--- src/rtl/halton_base3_decoder.sv ---
// halton_base3_decoder
//   Inverse of the base-3 Halton (radical-inverse) generator. A 24-bit
//   fraction is turned back into its ternary digits by repeated
//   multiply-by-3, one digit per clock.
//
//   The digits come out least-significant first. They are packed as a
//   binary-coded-ternary index, 2 bits per digit, in the same layout as
//   the generator's counter.
//
//   Optional feature: define HALTON_DEC_BIN_EN to also accumulate the
//   binary index sum(d_k * 3^k). Without it, out_bin is tied to zero.
//
//   Handshake:
//     - in_valid/in_ready on the input side.
//     - out_valid/out_ready on the output side.
//     - The result is held until it is consumed.
//   Reset is synchronous and active-high.
module halton_base3_decoder #(
  parameter int NDIG = 15  // digits to extract, 1..15
) (
  input  logic        clk,
  input  logic        reset,
  input  logic        in_valid,
  output logic        in_ready,
  input  logic [23:0] in_frac,
  output logic        out_valid,
  input  logic        out_ready,
  output logic [31:0] out_bct,
  output logic [23:0] out_bin
);

  localparam logic [1:0] ST_IDLE  = 2'd0;
  localparam logic [1:0] ST_CONV  = 2'd1;
  localparam logic [1:0] ST_DONE  = 2'd2;

  localparam logic [3:0] LAST_K   = 4'(NDIG - 1);

  // Half-LSB bias below the fraction.
  // Rounds the truncated fraction back onto the ternary grid so exact
  // thirds decode cleanly. It never carries into a digit within 15 steps.
  localparam logic [1:0] RND_BIAS = 2'b10;

  // 3*r without a multiplier: r + 2r, widened to keep the two carry-out
  // bits, which form the next ternary digit.
  function automatic logic [27:0] times3(input logic [25:0] r);
    times3 = {2'b00, r} + {1'b0, r, 1'b0};
  endfunction

  logic [1:0]  state_r;
  logic [1:0]  state_nxt_s;
  logic        in_ready_r;
  logic        out_valid_r;
  logic [31:0] out_bct_r;
  logic [25:0] res_r;
  logic [3:0]  k_r;

  logic        accept_s;
  logic        release_s;
  logic        step_s;
  logic        last_s;
  logic [27:0] prod_s;
  logic [1:0]  digit_s;
  logic [31:0] bct_nxt_s;

  assign accept_s  = in_valid & in_ready_r & (state_r == ST_IDLE);
  assign release_s = out_valid_r & out_ready & (state_r == ST_DONE);
  assign step_s    = (state_r == ST_CONV);
  assign last_s    = (k_r == LAST_K);

  assign in_ready  = in_ready_r;
  assign out_valid = out_valid_r;
  assign out_bct   = out_bct_r;

  // Next-state logic: accept, convert NDIG digits, hold until consumed.
  always_comb begin
    state_nxt_s = state_r;
    case (state_r)
      ST_IDLE: begin
        if (accept_s) begin
          state_nxt_s = ST_CONV;
        end else begin
          state_nxt_s = ST_IDLE;
        end
      end
      ST_CONV: begin
        if (last_s) begin
          state_nxt_s = ST_DONE;
        end else begin
          state_nxt_s = ST_CONV;
        end
      end
      ST_DONE: begin
        if (release_s) begin
          state_nxt_s = ST_IDLE;
        end else begin
          state_nxt_s = ST_DONE;
        end
      end
      default: begin
        state_nxt_s = ST_IDLE;
      end
    endcase
  end

  // Digit extraction: the top two bits of 3*R are the next digit (0..2);
  // drop the digit into its 2-bit BCT slot selected by k.
  always_comb begin
    prod_s    = times3(res_r);
    digit_s   = prod_s[27:26];
    bct_nxt_s = out_bct_r;
    bct_nxt_s[{k_r, 1'b0} +: 2] = digit_s;
  end

  // Control registers: state, handshake flags and the digit counter.
  always_ff @(posedge clk) begin
    if (reset) begin
      state_r     <= ST_IDLE;
      in_ready_r  <= 1'b1;
      out_valid_r <= 1'b0;
      k_r         <= 4'd0;
    end else begin
      state_r <= state_nxt_s;
      case (state_r)
        ST_IDLE: begin
          if (accept_s) begin
            in_ready_r <= 1'b0;
            k_r        <= 4'd0;
          end
        end
        ST_CONV: begin
          k_r <= k_r + 4'd1;
          if (last_s) begin
            out_valid_r <= 1'b1;
          end
        end
        ST_DONE: begin
          if (release_s) begin
            out_valid_r <= 1'b0;
            in_ready_r  <= 1'b1;
            k_r         <= 4'd0;
          end
        end
        default: begin
          in_ready_r  <= 1'b1;
          out_valid_r <= 1'b0;
          k_r         <= 4'd0;
        end
      endcase
    end
  end

  // Datapath registers: load the biased residual on acceptance, then shift
  // one ternary digit out per CONV cycle. In DONE both hold their values.
  always_ff @(posedge clk) begin
    if (reset) begin
      res_r     <= 26'd0;
      out_bct_r <= 32'h0000_0000;
    end else if (accept_s) begin
      res_r     <= {in_frac, RND_BIAS};
      out_bct_r <= 32'h0000_0000;
    end else if (step_s) begin
      res_r     <= prod_s[25:0];
      out_bct_r <= bct_nxt_s;
    end
  end

`ifdef HALTON_DEC_BIN_EN
  logic [23:0] weight_r;
  logic [23:0] out_bin_r;
  logic [23:0] addend_s;

  // Weighted digit: d_k * 3^k using only a shift, since d_k is at most 2.
  always_comb begin
    addend_s = 24'h000000;
    case (digit_s)
      2'd0:    addend_s = 24'h000000;
      2'd1:    addend_s = weight_r;
      2'd2:    addend_s = {weight_r[22:0], 1'b0};
      default: addend_s = 24'h000000;
    endcase
  end

  // Binary accumulator.
  // The weight starts at 3^0 on acceptance and triples every digit.
  // The largest possible sum, 3^15-1, still fits in 24 bits.
  always_ff @(posedge clk) begin
    if (reset) begin
      weight_r  <= 24'd0;
      out_bin_r <= 24'd0;
    end else if (accept_s) begin
      weight_r  <= 24'd1;
      out_bin_r <= 24'd0;
    end else if (step_s) begin
      weight_r  <= {weight_r[22:0], 1'b0} + weight_r;
      out_bin_r <= out_bin_r + addend_s;
    end
  end

  assign out_bin = out_bin_r;
`else
  assign out_bin = 24'h000000;
`endif

endmodule

--- config.mk ---
export PLATFORM = sky130hd
export DESIGN_NAME = halton_base3_decoder
export DESIGN_NICKNAME = d
export VERILOG_FILES = /design/src/rtl/halton_base3_decoder.sv
export SDC_FILE = /design/constraint.sdc
export NUM_CORES = 1
export LEC_CHECK = 0
export CORE_MARGIN = 4
export CORE_UTILIZATION = 30
export DETAILED_ROUTE_END_ITERATION = 7
export PLACE_DENSITY = 0.5
export SYNTH_ARGS = -nofsm -noshare
export SYNTH_HDL_FRONTEND = slang
export SYNTH_SLANG_ARGS = --single-unit
--- constraint.sdc ---
create_clock -name clk -period 7.1 [get_ports clk]
set_input_delay 2.13 -clock clk [delete_from_list [all_inputs] [get_ports clk]]
set_output_delay 2.13 -clock clk [all_outputs]
set_load 0.01 [all_outputs]
==> summary.txt <==
STA
  • Slew Viols, Final: 0
  • Worst slew pin tran: 1030 ps
  • Fin crit share: 55.6%
  • RSZ-0062 raised after global routing: false
  • # setup viols final: 0
  • Max frequency: 0.253 GHz
  • Final min period: 3950 ps
  • Fin Setup TNS: 0 ps
  • Final Hold Fails: 0
  • Clock skew: 5.43 ps
  • Worst rel slew slack: 30.8%
  • Hold slack: 469 ps

Detailed routing
  • DRC Markers: 0
  • Drt via density: 5.18
  • First-pass DRT Iterations: 5
  • Remaining antenna violation count after routing: 0
  • Via count: 3982
  • WL/cell: 15.1 um
  • Drt total wl: 11600 um
  • Initial DRC Count: 215

Floorplan
  • Die ar.: 16200 um^2
  • Die Wd: 127 um
  • Initial Utilization: 30.7%
  • Die H: 127 um
  • CORE AREA: 13900 um^2
  • Row count: 43
  • # IOs: 86

Cells and area
  • Post-route insts no fill: 769
  • # nets final: 642
  • # diodes: 0
  • Design area: 5270 um^2
  • Layout cells sized above 1: 5.77%
  • Area Overhead vs Synth: 23.2%

Setup path
  • Worst r2r src: res_r[2]
  • Worst-case reg-to-reg path depth: 8
  • Crit Path Category: input pin to register
  • Worst-path maximum fanout: 41
  • Crit path DAT: 4210 ps
  • Crit path launch type: input pin
  • R2r setup slk: 3880 ps
  • Kind of end point of the critical path: register
  • Required time worst endpoint: 7360 ps
  • Reg-to-reg endpoint: out_bct[20]

Placement
  • Port buffer count: 61
  • Placed cell area: 4940 um^2
  • HPWL after detailed placement: 8280 um
  • RD Place Congestion: 0.854
  • Placed Cells: 753

Global route
  • Vias in the first global route: 3821
  • Gr usage total: 14.6%
  • Initial antenna violation count: 0
  • First-pass GRT wire length: 19300 um
  • GRT overflow: 0
  • Largest net degree at the start of global routing: 43

Min path
  • Hold Path Origin: out_bct[22]
  • HP Class: register to register
  • Hold path cells: 2
  • Hold Crit Endpoint: out_bct[22]

Logic synthesis
  • Post-synth top flop: dfxtp_1
  • Synth Area per Inst: 7.97 um^2
  • Top-area cell type share of the netlist area: 30.4%
  • Post-synthesis sequential area ratio: 30.4%
  • Post-Syn Instances: 537
  • Post-synthesis cell type count: 61
  • Yosys warns: 0
  • Async S/R FF share, synth: 0%
  • Post-synth EDFFs: 0
  • Synth top area cells: dfxtp_1 30%, ha_1 8.5%, a21oi_1 6.7%
  • Cell Area, Synth: 4280 um^2
  • Yosys reg bits: 65
  • Yosys top cell by area: dfxtp_1

Pwr
  • Maximum vdd drop: 114 uV
  • PwrDens: 214 nW/um^2
  • Design Power: 0.00113 W
  • P_leak: 2.00 nW

Clock tree
  • Total CTS buffers: 9
  • Clk sinks: 65
  • H-tree depth: 3
  • Post-CTS Setup Inserts: 0
  • CTS resizes: 0
  • CTS tree: yes
  • Longest Clk Path Bufs: 2
  • Clk pin slew, worst setup/hold paths: 60 ps
  • Hold buffer count at CTS: 0
  • Cell chosen for the clock root: clkbuf_16
  • Skew-Pair Late Insertion Delay: 330 ps

Run status
  • Status: completed

Job
  • Maxcap violations: 0
## per-layer routing
metal / vias up / part of all wire [%] / global-route usage [%]
met3: 10 / 4.3 / 3.43
met4: 0 / 0.88 / 4.04
li1: 2035 / - / -
met5: - / 0 / 0
met1: 1863 / 47 / 18.4
met2: 74 / 48 / 25.1
## logic make-up after synthesis
logic type               share of synthesized area, %
XOR/XNOR                                         2.87
AO/OA/AOI/OAI                                    29.3
AND/OR/NAND/NOR                                  20.0
buffers and inverters                            7.93
other                                          0.0877
adder cells (fa/ha/maj)                          8.95
multiplexers                                    0.468
flip-flops                                       30.4
## layout make-up
type                            count  area [um^2]
Multi-Input combinational cell    433         2730
Sequential cell                    65         1300
Clock inverter                      6         90.1
Clock buffer                       10          239
Fill cell                        1437         8670
Tap cell                          180          225
Inverter                            9         33.8
Timing Repair Buffer               66          648
## worst max-delay path by stage
stage                  start           to  slack (ps)
global placement    in_valid     res_r[9]        2880
floorplan           in_valid    res_r[17]        3570
finish              in_valid  out_bct[18]        3150
detailed placement  in_valid     res_r[9]        2810
global route        in_valid  out_bct[18]        2950
CTS                 in_valid     res_r[9]        3150
## cell usage after synthesis (all sizes together), types with 10 or more instances
cell type	instances
dfxtp	65
o31ai	15
clkbuf	23
ha	29
nand2	56
and3	11
o21ai	30
o22ai	15
buf	30
a21o	10
a22oi	15
nor2	33
nand3	26
a21oi	57
## stage by stage
stage | setup slack [ps] | util (%)
6_report | 3150 | 37.8
5_1_grt | 2950 | 37.8
4_1_cts | 3150 | 37.8
3_5_place_dp | 2810 | 35.4
3_3_place_gp | 2880 | 35.4
2_1_floorplan | 3570 | -
## critical path: stages
cell and delay, ps:
clkdlybuf4s50_1 410, nand2_1 100, nor3_2 40, buf_4 250
nor2_2 110, buf_4 340, nand3_1 290, or2_2 380
o21ai_1 120
## where the power goes
part	total (W)	internal, W	switching [W]
Clock	0.000492	0.000318	0.000174
Combinational	0.000234	0.0000960	0.000138
Sequential	0.000404	0.000383	0.0000207
Total	0.00113	0.000797	0.000332
## state kept, by name, summed over array words and instances (netlist names)
register	count
state_r	2
out_bct	32
in_ready	1
out_valid	1
k_r	4
res_r	25
## layout by cell type (no fill, tap or decap), types with 10 or more instances in the layout
cell type,instances
dfxtp_1,65
o31ai_1,14
conb_1,24
o21ai_0,27
nand3_1,26
a22oi_1,15
nand2_1,56
a21o_1,10
nor2_1,32
a21oi_1,57
and3_1,11
clkdlybuf4s50_1,61
ha_1,29
o22ai_1,15
(Power assumes the default switching activity.)
